### config.mk
export PLATFORM = sky130hd
export DESIGN_NAME = pipe_ctrl_flat
export DESIGN_NICKNAME = d
export VERILOG_FILES = /design/src/rtl/pipe_ctrl_if.sv /design/src/rtl/pipe_ctrl.sv /design/src/flat_wrapper.sv
export SDC_FILE = /design/constraint.sdc
export NUM_CORES = 1
export LEC_CHECK = 0
export BUFFER_PORTS_ARGS = -buffer_cell sky130_fd_sc_hd__buf_2
export CAP_MARGIN = 20
export CORE_ASPECT_RATIO = 1.5
export CORE_MARGIN = 2
export CORE_UTILIZATION = 30
export DETAILED_ROUTE_END_ITERATION = 10
export PLACE_DENSITY = 0.74
export SYNTH_ARGS = -nofsm -noshare
export SYNTH_HDL_FRONTEND = slang
export SYNTH_SLANG_ARGS = --single-unit
### constraint.sdc
create_clock -name clk -period 1.6 [get_ports clk]
set_input_delay 0.16 -clock clk [delete_from_list [all_inputs] [get_ports clk]]
set_output_delay 0.16 -clock clk [all_outputs]
set_load 0.03 [all_outputs]
### src/rtl/pipe_ctrl_if.sv
// Pipeline control bundle: stall/flush requests from the datapath stages and
// the stall vector, flush pulse and multi-cycle status returned by pipe_ctrl.
// master = pipeline side (raises requests), slave = pipe_ctrl.
// Optional stall statistics output present when PIPE_CTRL_STAT_EN is defined.
interface pipe_ctrl_if #(
  parameter int CNT_W = 6
);
  logic              stallreq_from_id;
  logic              stallreq_from_ex;
  logic              ex_mc_start;
  logic [CNT_W-1:0]  ex_mc_cycles;
  logic [31:0]       excepttype_i;
  logic [5:0]        stall;
  logic              flush;
  logic [31:0]       new_pc;
  logic              mc_busy;
  logic              mc_done;
`ifdef PIPE_CTRL_STAT_EN
  logic [31:0]       stall_cycles;
`endif

  modport master (
    output stallreq_from_id, stallreq_from_ex, ex_mc_start, ex_mc_cycles,
           excepttype_i,
    input  stall, flush, new_pc, mc_busy, mc_done
`ifdef PIPE_CTRL_STAT_EN
    , input stall_cycles
`endif
  );

  modport slave (
    input  stallreq_from_id, stallreq_from_ex, ex_mc_start, ex_mc_cycles,
           excepttype_i,
    output stall, flush, new_pc, mc_busy, mc_done
`ifdef PIPE_CTRL_STAT_EN
    , output stall_cycles
`endif
  );
endinterface

### src/rtl/pipe_ctrl.sv
// Central pipeline control: arbitrates ID/EX stall requests, sequences
// multi-cycle EX operations with an internal countdown, and raises a
// one-cycle flush with a redirect PC when MEM reports an exception.
// Optional feature macro: PIPE_CTRL_STAT_EN adds the stall_cycles counter.
// rst is asynchronous and active-low.
module pipe_ctrl #(
  parameter int          CNT_W   = 6,
  parameter logic [31:0] EXC_VEC = 32'h0000_0020
) (
  input  logic       clk,
  input  logic       rst,
  pipe_ctrl_if.slave ctl
);

  typedef enum logic [1:0] {
    S_IDLE    = 2'd0,
    S_MC_BUSY = 2'd1,
    S_FLUSH   = 2'd2
  } state_t;

  localparam logic [CNT_W-1:0] CNT_ZERO = '0;
  localparam logic [CNT_W-1:0] CNT_ONE  = CNT_W'(1);
  localparam logic [CNT_W-1:0] CNT_TWO  = CNT_W'(2);

  // Stall vector bit order: [0]pc [1]if [2]id [3]ex [4]mem [5]wb
  localparam logic [5:0] STALL_NONE  = 6'b000000;
  localparam logic [5:0] STALL_TO_ID = 6'b000111;
  localparam logic [5:0] STALL_TO_EX = 6'b001111;

  state_t           state_q, state_d;
  logic [CNT_W-1:0] cnt_q, cnt_d;
  logic             mc_busy_q, mc_busy_d;
  logic             flush_q, flush_d;
  logic             sc_done_q, sc_done_d;
  logic [31:0]      new_pc_q, new_pc_d;

  logic             exc_hit;
  logic             mc_long;
  logic             enter_flush;
  logic [5:0]       stall_c;

  // Countdown decrement that holds at zero instead of wrapping.
  function automatic logic [CNT_W-1:0] cnt_dec_sat(input logic [CNT_W-1:0] v);
    return (v == CNT_ZERO) ? CNT_ZERO : v - CNT_ONE;
  endfunction

  assign exc_hit = |ctl.excepttype_i;
  // Occupancy of 0 or 1 cycle needs no sequencing: it behaves as a plain op.
  assign mc_long = (ctl.ex_mc_cycles > CNT_ONE);

  // Stall arbitration, highest priority first; combinational so every stage
  // register sees it in the same cycle the request is raised.
  always_comb begin
    stall_c = STALL_NONE;
    if (!rst) begin
      stall_c = STALL_NONE;
    end else if ((state_q == S_FLUSH) || exc_hit) begin
      stall_c = STALL_NONE;
    end else if ((state_q == S_MC_BUSY) && (cnt_q != CNT_ZERO)) begin
      stall_c = STALL_TO_EX;
    end else if ((state_q == S_IDLE) && ctl.ex_mc_start && mc_long) begin
      stall_c = STALL_TO_EX;
    end else if (ctl.stallreq_from_ex) begin
      stall_c = STALL_TO_EX;
    end else if (ctl.stallreq_from_id) begin
      stall_c = STALL_TO_ID;
    end
  end

  // Next-state and registered-output logic for the control FSM.
  always_comb begin
    state_d     = state_q;
    cnt_d       = cnt_q;
    mc_busy_d   = mc_busy_q;
    flush_d     = 1'b0;
    new_pc_d    = new_pc_q;
    sc_done_d   = 1'b0;
    enter_flush = 1'b0;
    case (state_q)
      S_IDLE: begin
        if (exc_hit) begin
          // Exception wins over a simultaneous multi-cycle start.
          state_d     = S_FLUSH;
          flush_d     = 1'b1;
          new_pc_d    = EXC_VEC;
          enter_flush = 1'b1;
        end else if (ctl.ex_mc_start) begin
          if (mc_long) begin
            // The start cycle itself is the first of ex_mc_cycles, and the
            // final busy cycle is spent at count zero, hence the minus two.
            state_d   = S_MC_BUSY;
            cnt_d     = ctl.ex_mc_cycles - CNT_TWO;
            mc_busy_d = 1'b1;
          end else begin
            sc_done_d = 1'b1;
          end
        end
      end
      S_MC_BUSY: begin
        if (exc_hit) begin
          // Abort: drop the operation without reporting completion.
          state_d     = S_FLUSH;
          flush_d     = 1'b1;
          new_pc_d    = EXC_VEC;
          cnt_d       = CNT_ZERO;
          mc_busy_d   = 1'b0;
          enter_flush = 1'b1;
        end else if (cnt_q == CNT_ZERO) begin
          state_d   = S_IDLE;
          mc_busy_d = 1'b0;
        end else begin
          // New ex_mc_start requests are ignored while counting down.
          cnt_d = cnt_dec_sat(cnt_q);
        end
      end
      S_FLUSH: begin
        // A still-present exception was already handled by this flush.
        state_d = S_IDLE;
      end
      default: begin
        state_d   = S_IDLE;
        cnt_d     = CNT_ZERO;
        mc_busy_d = 1'b0;
      end
    endcase
  end

  // Control state registers with asynchronous active-low reset.
  always_ff @(posedge clk or negedge rst) begin
    if (!rst) begin
      state_q   <= S_IDLE;
      cnt_q     <= CNT_ZERO;
      mc_busy_q <= 1'b0;
      flush_q   <= 1'b0;
      sc_done_q <= 1'b0;
      new_pc_q  <= 32'h0000_0000;
    end else begin
      state_q   <= state_d;
      cnt_q     <= cnt_d;
      mc_busy_q <= mc_busy_d;
      flush_q   <= flush_d;
      sc_done_q <= sc_done_d;
      new_pc_q  <= new_pc_d;
    end
  end

  assign ctl.stall   = stall_c;
  assign ctl.flush   = flush_q;
  assign ctl.new_pc  = new_pc_q;
  assign ctl.mc_busy = mc_busy_q;
  // Long ops finish on their last busy cycle; short ops report a cycle later.
  assign ctl.mc_done = ((state_q == S_MC_BUSY) && (cnt_q == CNT_ZERO)) || sc_done_q;

`ifdef PIPE_CTRL_STAT_EN
  logic [31:0] stall_cycles_q, stall_cycles_d;

  // Statistics increment that sticks at all-ones.
  function automatic logic [31:0] stat_inc_sat(input logic [31:0] v);
    return (v == 32'hFFFF_FFFF) ? v : v + 32'd1;
  endfunction

  // Count cycles with the ID stage held; cleared on the edge that starts a flush.
  always_comb begin
    stall_cycles_d = stall_cycles_q;
    if (enter_flush) begin
      stall_cycles_d = 32'h0000_0000;
    end else if (stall_c[2]) begin
      stall_cycles_d = stat_inc_sat(stall_cycles_q);
    end
  end

  // Statistics register.
  always_ff @(posedge clk or negedge rst) begin
    if (!rst) begin
      stall_cycles_q <= 32'h0000_0000;
    end else begin
      stall_cycles_q <= stall_cycles_d;
    end
  end

  assign ctl.stall_cycles = stall_cycles_q;
`endif

endmodule

### src/flat_wrapper.sv
// flat-port wrapper written by rule: the top's interface ports become plain ports
module pipe_ctrl_flat 
#(
  parameter int          CNT_W   = 6,
  parameter logic [31:0] EXC_VEC = 32'h0000_0020
)
  (clk, rst, ctl_stallreq_from_id, ctl_stallreq_from_ex, ctl_ex_mc_start, ctl_ex_mc_cycles, ctl_excepttype_i, ctl_stall, ctl_flush, ctl_new_pc, ctl_mc_busy, ctl_mc_done);
  pipe_ctrl_if #(.CNT_W(CNT_W)) ctl_i ();
  input  logic clk;
  input  logic rst;
  input wire logic [$bits(ctl_i.stallreq_from_id)-1:0] ctl_stallreq_from_id;
  input wire logic [$bits(ctl_i.stallreq_from_ex)-1:0] ctl_stallreq_from_ex;
  input wire logic [$bits(ctl_i.ex_mc_start)-1:0] ctl_ex_mc_start;
  input wire logic [$bits(ctl_i.ex_mc_cycles)-1:0] ctl_ex_mc_cycles;
  input wire logic [$bits(ctl_i.excepttype_i)-1:0] ctl_excepttype_i;
  output wire logic [$bits(ctl_i.stall)-1:0] ctl_stall;
  output wire logic [$bits(ctl_i.flush)-1:0] ctl_flush;
  output wire logic [$bits(ctl_i.new_pc)-1:0] ctl_new_pc;
  output wire logic [$bits(ctl_i.mc_busy)-1:0] ctl_mc_busy;
  output wire logic [$bits(ctl_i.mc_done)-1:0] ctl_mc_done;
  assign ctl_i.stallreq_from_id = ctl_stallreq_from_id;
  assign ctl_i.stallreq_from_ex = ctl_stallreq_from_ex;
  assign ctl_i.ex_mc_start = ctl_ex_mc_start;
  assign ctl_i.ex_mc_cycles = ctl_ex_mc_cycles;
  assign ctl_i.excepttype_i = ctl_excepttype_i;
  assign ctl_stall = ctl_i.stall;
  assign ctl_flush = ctl_i.flush;
  assign ctl_new_pc = ctl_i.new_pc;
  assign ctl_mc_busy = ctl_i.mc_busy;
  assign ctl_mc_done = ctl_i.mc_done;
  pipe_ctrl #(.CNT_W(CNT_W), .EXC_VEC(EXC_VEC)) u_core (.clk(clk), .rst(rst), .ctl(ctl_i));
endmodule
==> impl_metrics.toml, run 1 <==
[sta]
rsz0062_at_grt = "yes"
fmax_mhz = 551
fin_crit_ns = 1.81
slew_violations = 0
finClkSkew_ns = 0.00734
finalHoldViolCount = 0
setup_violations = 4
setup_ws_ns = -0.213
period_share_pct = 113

[die]
die_h_um = 81.5
die_x_um = 55.7
dieArea_mm2 = 0.00454
io_pins = 84
fp-row-count = 28
start_util_pct = 30.9
core-area_mm2 = 0.00389

[power_and_ir_drop]
netSwitchingPower_mw = 0.307
ir_drop_v = 0.000341
clock_power_share_pct = 36.8
p_sw_share_pct = 33.3
internal-power_mw = 0.615
total_power_mw = 0.922
comb_power_share_pct = 29.3
p_leak_nw = 0.846
sequentialPowerShare_pct = 33.9
powerDensity_mw_per_mm2 = 520

[worst_setup_path]
regToRegSetupSlack_ns = 0.06
reg2reg_to = "u_core.cnt_q[2]$_DFFE_PN0P_"
cp_data_arrival_time_ns = 1.65
startpoint_type = "flop"
critical_path.max_fanout = 3
rr_worst_depth = 7
worstPathRequired_ns = 1.44
worstReg2RegStart = "u_core.cnt_q[0]$_DFFE_PN0P_"
critPathCaptureType = "output pin"
worstSetupPathType = "reg -> out"

[final_layout]
diodes = 0
fin_nets = 257
drive_above_1_share_pct = 51.4
areaGrowthSynthToFinish_pct = 47.5
fin_cells = 255

[detailed_routing]
ant_nets = 0
drt_pass1_iterations = 4
routedWlPerCell_um = 12.6
num_vias = 1228
dr.first_iter.drc_count = 34
drc = 0
vias_per_cell = 4.82
wirelength_mm = 3.22

[synth]
yosysWarnings = 0
synthDistinctLibCells = 45
syn_area_per_cell_um2 = 8.97
synthCells = 134
synth_seq_cells = 12
ys_seq_area_share_pct = 25.0
netlist_area_mm2 = 0.00120

[cts]
cts_root_buf = "clkbuf_8"
worst_skew_pair.late_latency_ns = 0.25
cts_tree = "yes"
clkTransAtPathRegs_ns = 0.06
cts_num_sinks = 12
cts_made_buffers = 3
cts_buffer_depth = 2
htree_levels = 1

[hold_path]
hold_class = "in -> reg"
hold_end = "u_core.sc_done_q$_DFF_PN0_"
hold_depth = 2
min_from = "ctl_ex_mc_start"

[global_route]
overflow = 0
track_usage_pct = 14.1
grt_pass1_vias = 1190
grt_first_pass_wirelength_mm = 5.01
antenna_found_initial = 0
grt_max_degree = 15

[job]
cap_violations = 0

[placement]
hpwl_mm = 2.52
place_inst = 242
port_buffers = 50
gp_congestion = 0.956

[run_status]
violations = "negative setup slack"
status = "finished with violations"
[flip-flops by register name, summed over array words and instances (netlist names)]
name                flops
u_core.ctl.mc_busy      1
u_core.ctl.new_pc       1
u_core.sc_done_q        1
u_core.state_q          2
u_core.cnt_q            6
u_core.ctl.flush        1
[synth_stat cells, drive strengths merged]
library cell,count,area share [%]
o31ai,1,0.62
o311ai,1,0.73
buf,36,22
a211oi,1,0.62
conb,1,0.31
nor3b,1,0.62
a32o,1,0.83
o32ai,1,0.73
a41oi,1,0.73
o21ai,4,1.7
a32oi,1,0.73
and4,1,0.73
o32a,1,0.83
o22ai,2,1.0
a22o,1,0.73
nand4,2,2.8
ha,3,3.1
clkinv,1,0.31
o31a,1,0.73
or2,2,1.0
nor2,9,2.8
xor2,1,0.73
dfrtp,12,25
o311a,1,0.83
inv,8,2.5
clkbuf,2,0.62
or3,1,0.52
mux2i,2,1.7
xnor2,2,1.5
and2,1,0.52
nand2,3,0.94
o41ai,2,1.5
nor3,5,2.1
nor4,10,12
o21a,1,0.62
a21o,1,0.62
nand3,6,2.5
nand4b,1,0.73
a21oi,2,0.83
or4,1,0.62
[per-stage QoR]
step / utilization, % / TNS [ns] / area (um^2) / worst slack (ns) / hold slack [ns]
after floorplan: - / -0.485 / 1400 / -0.138 / -0.136
after global placement: 40.2 / -1.75 / 1560 / -0.205 / 0.133
after detailed placement: 40.2 / -2.07 / 1560 / -0.234 / 0.133
after CTS: 43.8 / -0.789 / 1700 / -0.207 / 0.216
after global routing: 45.6 / -1.24 / 1770 / -0.294 / 0.260
final: 45.6 / -0.771 / 1770 / -0.213 / 0.242
[cell type report]
cell class	count	area, um^2
clock buffers	4	55.1
fillers	370	2120
inverters	9	35.0
multi-input cells	107	826
flip-flops and latches	12	300
well taps	45	56.3
repair buffers	78	500
[what timing repair did]
item                       CTS  global route
setup endpoints to repair    5             8
buffers inserted             5             3
hold endpoints to repair    12             0
resized for setup           12             8
hold buffers                 1             0
pin swaps                    1             6
[power by group through the flow]
stage / logic, mW / clock network (mW) / registers, mW
floorplan: 0.215 / 0 / 0.316
global placement: 0.251 / 0 / 0.317
detailed placement: 0.255 / 0 / 0.317
CTS: 0.262 / 0.349 / 0.312
global route: 0.288 / 0.359 / 0.313
finish: 0.270 / 0.339 / 0.313
[placed cells by master, fill, tap and decap left out, types with 2 or more instances in the layout]
cell type,netlist,routed
buf_2,1,44
conb_1,1,33
buf_4,35,27
dfrtp_1,12,12
nor2_1,9,8
inv_1,8,6
buf_6,0,6
nor4_2,3,5
nand3_1,6,5
nor4_4,4,4
nor3_1,5,4
clkbuf_8,0,4
o21ai_1,2,3
nand2_1,3,3
inv_2,0,2
o22ai_1,2,2
xnor2_1,2,2
o41ai_1,2,2
mux2i_1,2,2
ha_1,3,2
[worst max path at each step]
stage	endpoint	from	depth (start not counted)	slack (ns)
2_1_floorplan	u_core.cnt_q[0]$_DFFE_PN0P_	ctl_excepttype_i[30]	6	-0.14
3_3_place_gp	u_core.cnt_q[0]$_DFFE_PN0P_	ctl_excepttype_i[26]	6	-0.20
4_1_cts	ctl_stall[0]	ctl_ex_mc_cycles[2]	7	-0.21
6_report	ctl_stall[0]	u_core.cnt_q[0]$_DFFE_PN0P_	7	-0.21
3_5_place_dp	ctl_stall[0]	ctl_ex_mc_cycles[2]	7	-0.23
5_1_grt	ctl_stall[0]	u_core.cnt_q[1]$_DFFE_PN0P_	7	-0.29
[worst max-delay path, cell delays in order, from the launching register on]
cell	delay (ns)
dfrtp_1	0.37
inv_2	0.06
ha_4	0.16
nand3_4	0.06
a21o_1	0.18
a21oi_4	0.08
a211oi_4	0.31
buf_6	0.18
[per-layer routing]
| layer | part of all wire, % | vias up | global-route usage (%) |
|---|---|---|---|
| met3 | 7.0 | 19 | 1.42 |
| met1 | 33 | 564 | 12.0 |
| met2 | 54 | 74 | 29.6 |
| li1 | - | 571 | - |
| met4 | 5.9 | 0 | 10.0 |
| met5 | 0 | - | 0 |
[kinds of logic (layout without fill, tap and decap cells)]
| family | Yosys count | in the layout | synth area share (%) |
|---|---|---|---|
| multiplexers | 2 | 2 | 1.66 |
| AND/OR/NAND/NOR | 43 | 43 | 27.7 |
| buffers and inverters | 47 | 91 | 25.7 |
| other | 1 | 33 | 0.312 |
| flip-flops | 12 | 12 | 25.0 |
| XOR/XNOR | 3 | 3 | 2.19 |
| adder cells (fa/ha/maj) | 3 | 3 | 3.12 |
| AO/OA/AOI/OAI | 23 | 23 | 14.4 |
No activity file was read; power rests on OpenSTA's default activity.
==> inputs of run 2 (changes only) <==
CORE_MARGIN = 4   (was 2)
==> impl_metrics.toml, run 2 (synthesis results as in run 1) <==
[hold_path]
hold_depth = 2
hold_class = "in -> reg"

[global_route]
antenna_found_initial = 0
grt_max_degree = 15
track_usage_pct = 14.5
grt_first_pass_wirelength_mm = 5.66
overflow = 0
grt_pass1_vias = 1303

[final_layout]
layout_common_cells = "buf_2, conb_1, buf_4"
design_area_mm2 = 0.00187
largest_register_ffs = 6
drive_above_1_share_pct = 52.8
layout_commonest_cell = "buf_2"
areaGrowthSynthToFinish_pct = 55.9
fin_cells = 257
largest-register = "u_core.cnt_q"
fin_nets = 261
top_regs = "u_core.cnt_q: 6 flops, u_core.state_q: 2 flops"
diodes = 0

[power_and_ir_drop]
ir_drop_v = 0.000300
powerDensity_mw_per_mm2 = 505
p_leak_nw = 0.883

[worst_setup_path]
worstSetupPathType = "in -> out"
cp-startpoint = "ctl_excepttype_i[10]"
cp_data_arrival_time_ns = 1.61
worstPathRequired_ns = 1.44
endpoint = "ctl_stall[1]"
reg2reg_to = "u_core.cnt_q[0]$_DFFE_PN0P_"
critical_path.max_fanout = 4
rr_worst_depth = 5
regToRegSetupSlack_ns = 0.02
worstReg2RegStart = "u_core.state_q[0]$_DFFE_PN0P_"
critPathCaptureType = "output pin"
startpoint_type = "primary input"

[die]
core-area_mm2 = 0.00378
die_h_um = 85.5
die_x_um = 59.7
fp-row-count = 27
dieArea_mm2 = 0.00511
io_pins = 84
start_util_pct = 31.8

[sta]
setup_ws_ns = -0.175
rsz0062_at_grt = "yes"
finalSetupTns_ns = -0.745
period_share_pct = 111
finClkSkew_ns = 0.00639
setup_violations = 5
holdWs_ns = 0.237
finalHoldViolCount = 0
slew_violations = 0
fmax_mhz = 563
fin_crit_ns = 1.77

[cts]
cts_root_buf = "clkbuf_8"
cts_num_sinks = 12
htree_levels = 1
cts_tree = "yes"
cts_buffer_depth = 2
cts_made_buffers = 3
worst_skew_pair.late_latency_ns = 0.25
clkTransAtPathRegs_ns = 0.06

[detailed_routing]
wirelength_mm = 3.78
routedWlPerCell_um = 14.7
dr.first_iter.drc_count = 30
num_vias = 1286
drc = 0
vias_per_cell = 5.00
drt_pass1_iterations = 4
ant_nets = 0

[job]
cap_violations = 0

[run_status]
status = "finished with violations"
violations = "negative setup slack"

[placement]
port_buffers = 50
hpwl_mm = 2.95
place_worst_setup_slack_ns = -0.266
gp_congestion = 0.907
place_inst = 243
placed_cell_area_mm2 = 0.00158
==> run 2: cell types whose count changed in the layout (fill, tap and decap cells not counted) <==
| cell | delta |
|---|---|
| nor4_4 | +5 |
| nor2_4 | +1 |
| buf_6 | +7 |
| o311a_1 | +1 |
| nand3_1 | -1 |
| nor2_1 | -1 |
| a21oi_4 | -1 |
| buf_2 | -4 |
| nor4_2 | -5 |
| buf_4 | +1 |
| o311a_4 | -1 |
| a21oi_2 | +1 |
| nand3_2 | +1 |
==> run 2: worst min-delay path by stage <==
stage,end,startpoint
after floorplan,u_core.cnt_q[0]$_DFFE_PN0P_,rst
after global placement,u_core.sc_done_q$_DFF_PN0_,rst
after detailed placement,u_core.cnt_q[4]$_DFFE_PN0P_,rst
after CTS,u_core.sc_done_q$_DFF_PN0_,ctl_ex_mc_start
after global routing,u_core.sc_done_q$_DFF_PN0_,ctl_ex_mc_start
final,u_core.sc_done_q$_DFF_PN0_,ctl_ex_mc_start
==> run 2: report_power, final <==
group          internal [mW]  total [mW]  switching, mW
combinational         0.0977       0.290          0.193
sequential             0.309       0.314        0.00521
clock                  0.218       0.342          0.124
==> run 2: what timing repair did <==
| item | CTS | global route |
|---|---|---|
| pin swaps | 2 | 14 |
| resized for setup | 16 | 19 |
| hold buffers | 1 | 0 |
| hold endpoints to repair | 12 | 0 |
| setup buffers | 4 | 6 |
| endpoints found under the setup margin | 6 | 8 |
==> run 2: area by class of cell <==
cell class	count	area [um^2]
Sequential cell	12	300
Clock buffer	4	55.1
Tap cell	43	53.8
Multi-Input combinational cell	107	863
Fill cell	356	1910
Inverter	9	35.0
Timing Repair Buffer	82	567
==> run 2: metrics by stage <==
stage	total power, mW	util, %
floorplan	0.532	-
global placement	0.569	41.8
detailed placement	0.576	41.8
CTS	0.934	45.7
global route	0.983	49.5
finish	0.946	49.5
==> run 2: worst max-delay path: stages <==
cell	delay, ns
buf_2	0.11
nor4_4	0.27
nand4_2	0.17
buf_6	0.16
or2_4	0.27
a211oi_4	0.29
buf_6	0.18
==> run 2: layer usage <==
layer	track usage, %	part of all wire, %	wire length (um)
met2	29.5	58	2210
met5	0	0	0
met3	1.05	8.1	306
met1	12.4	30	1120
met4	8.87	3.7	138
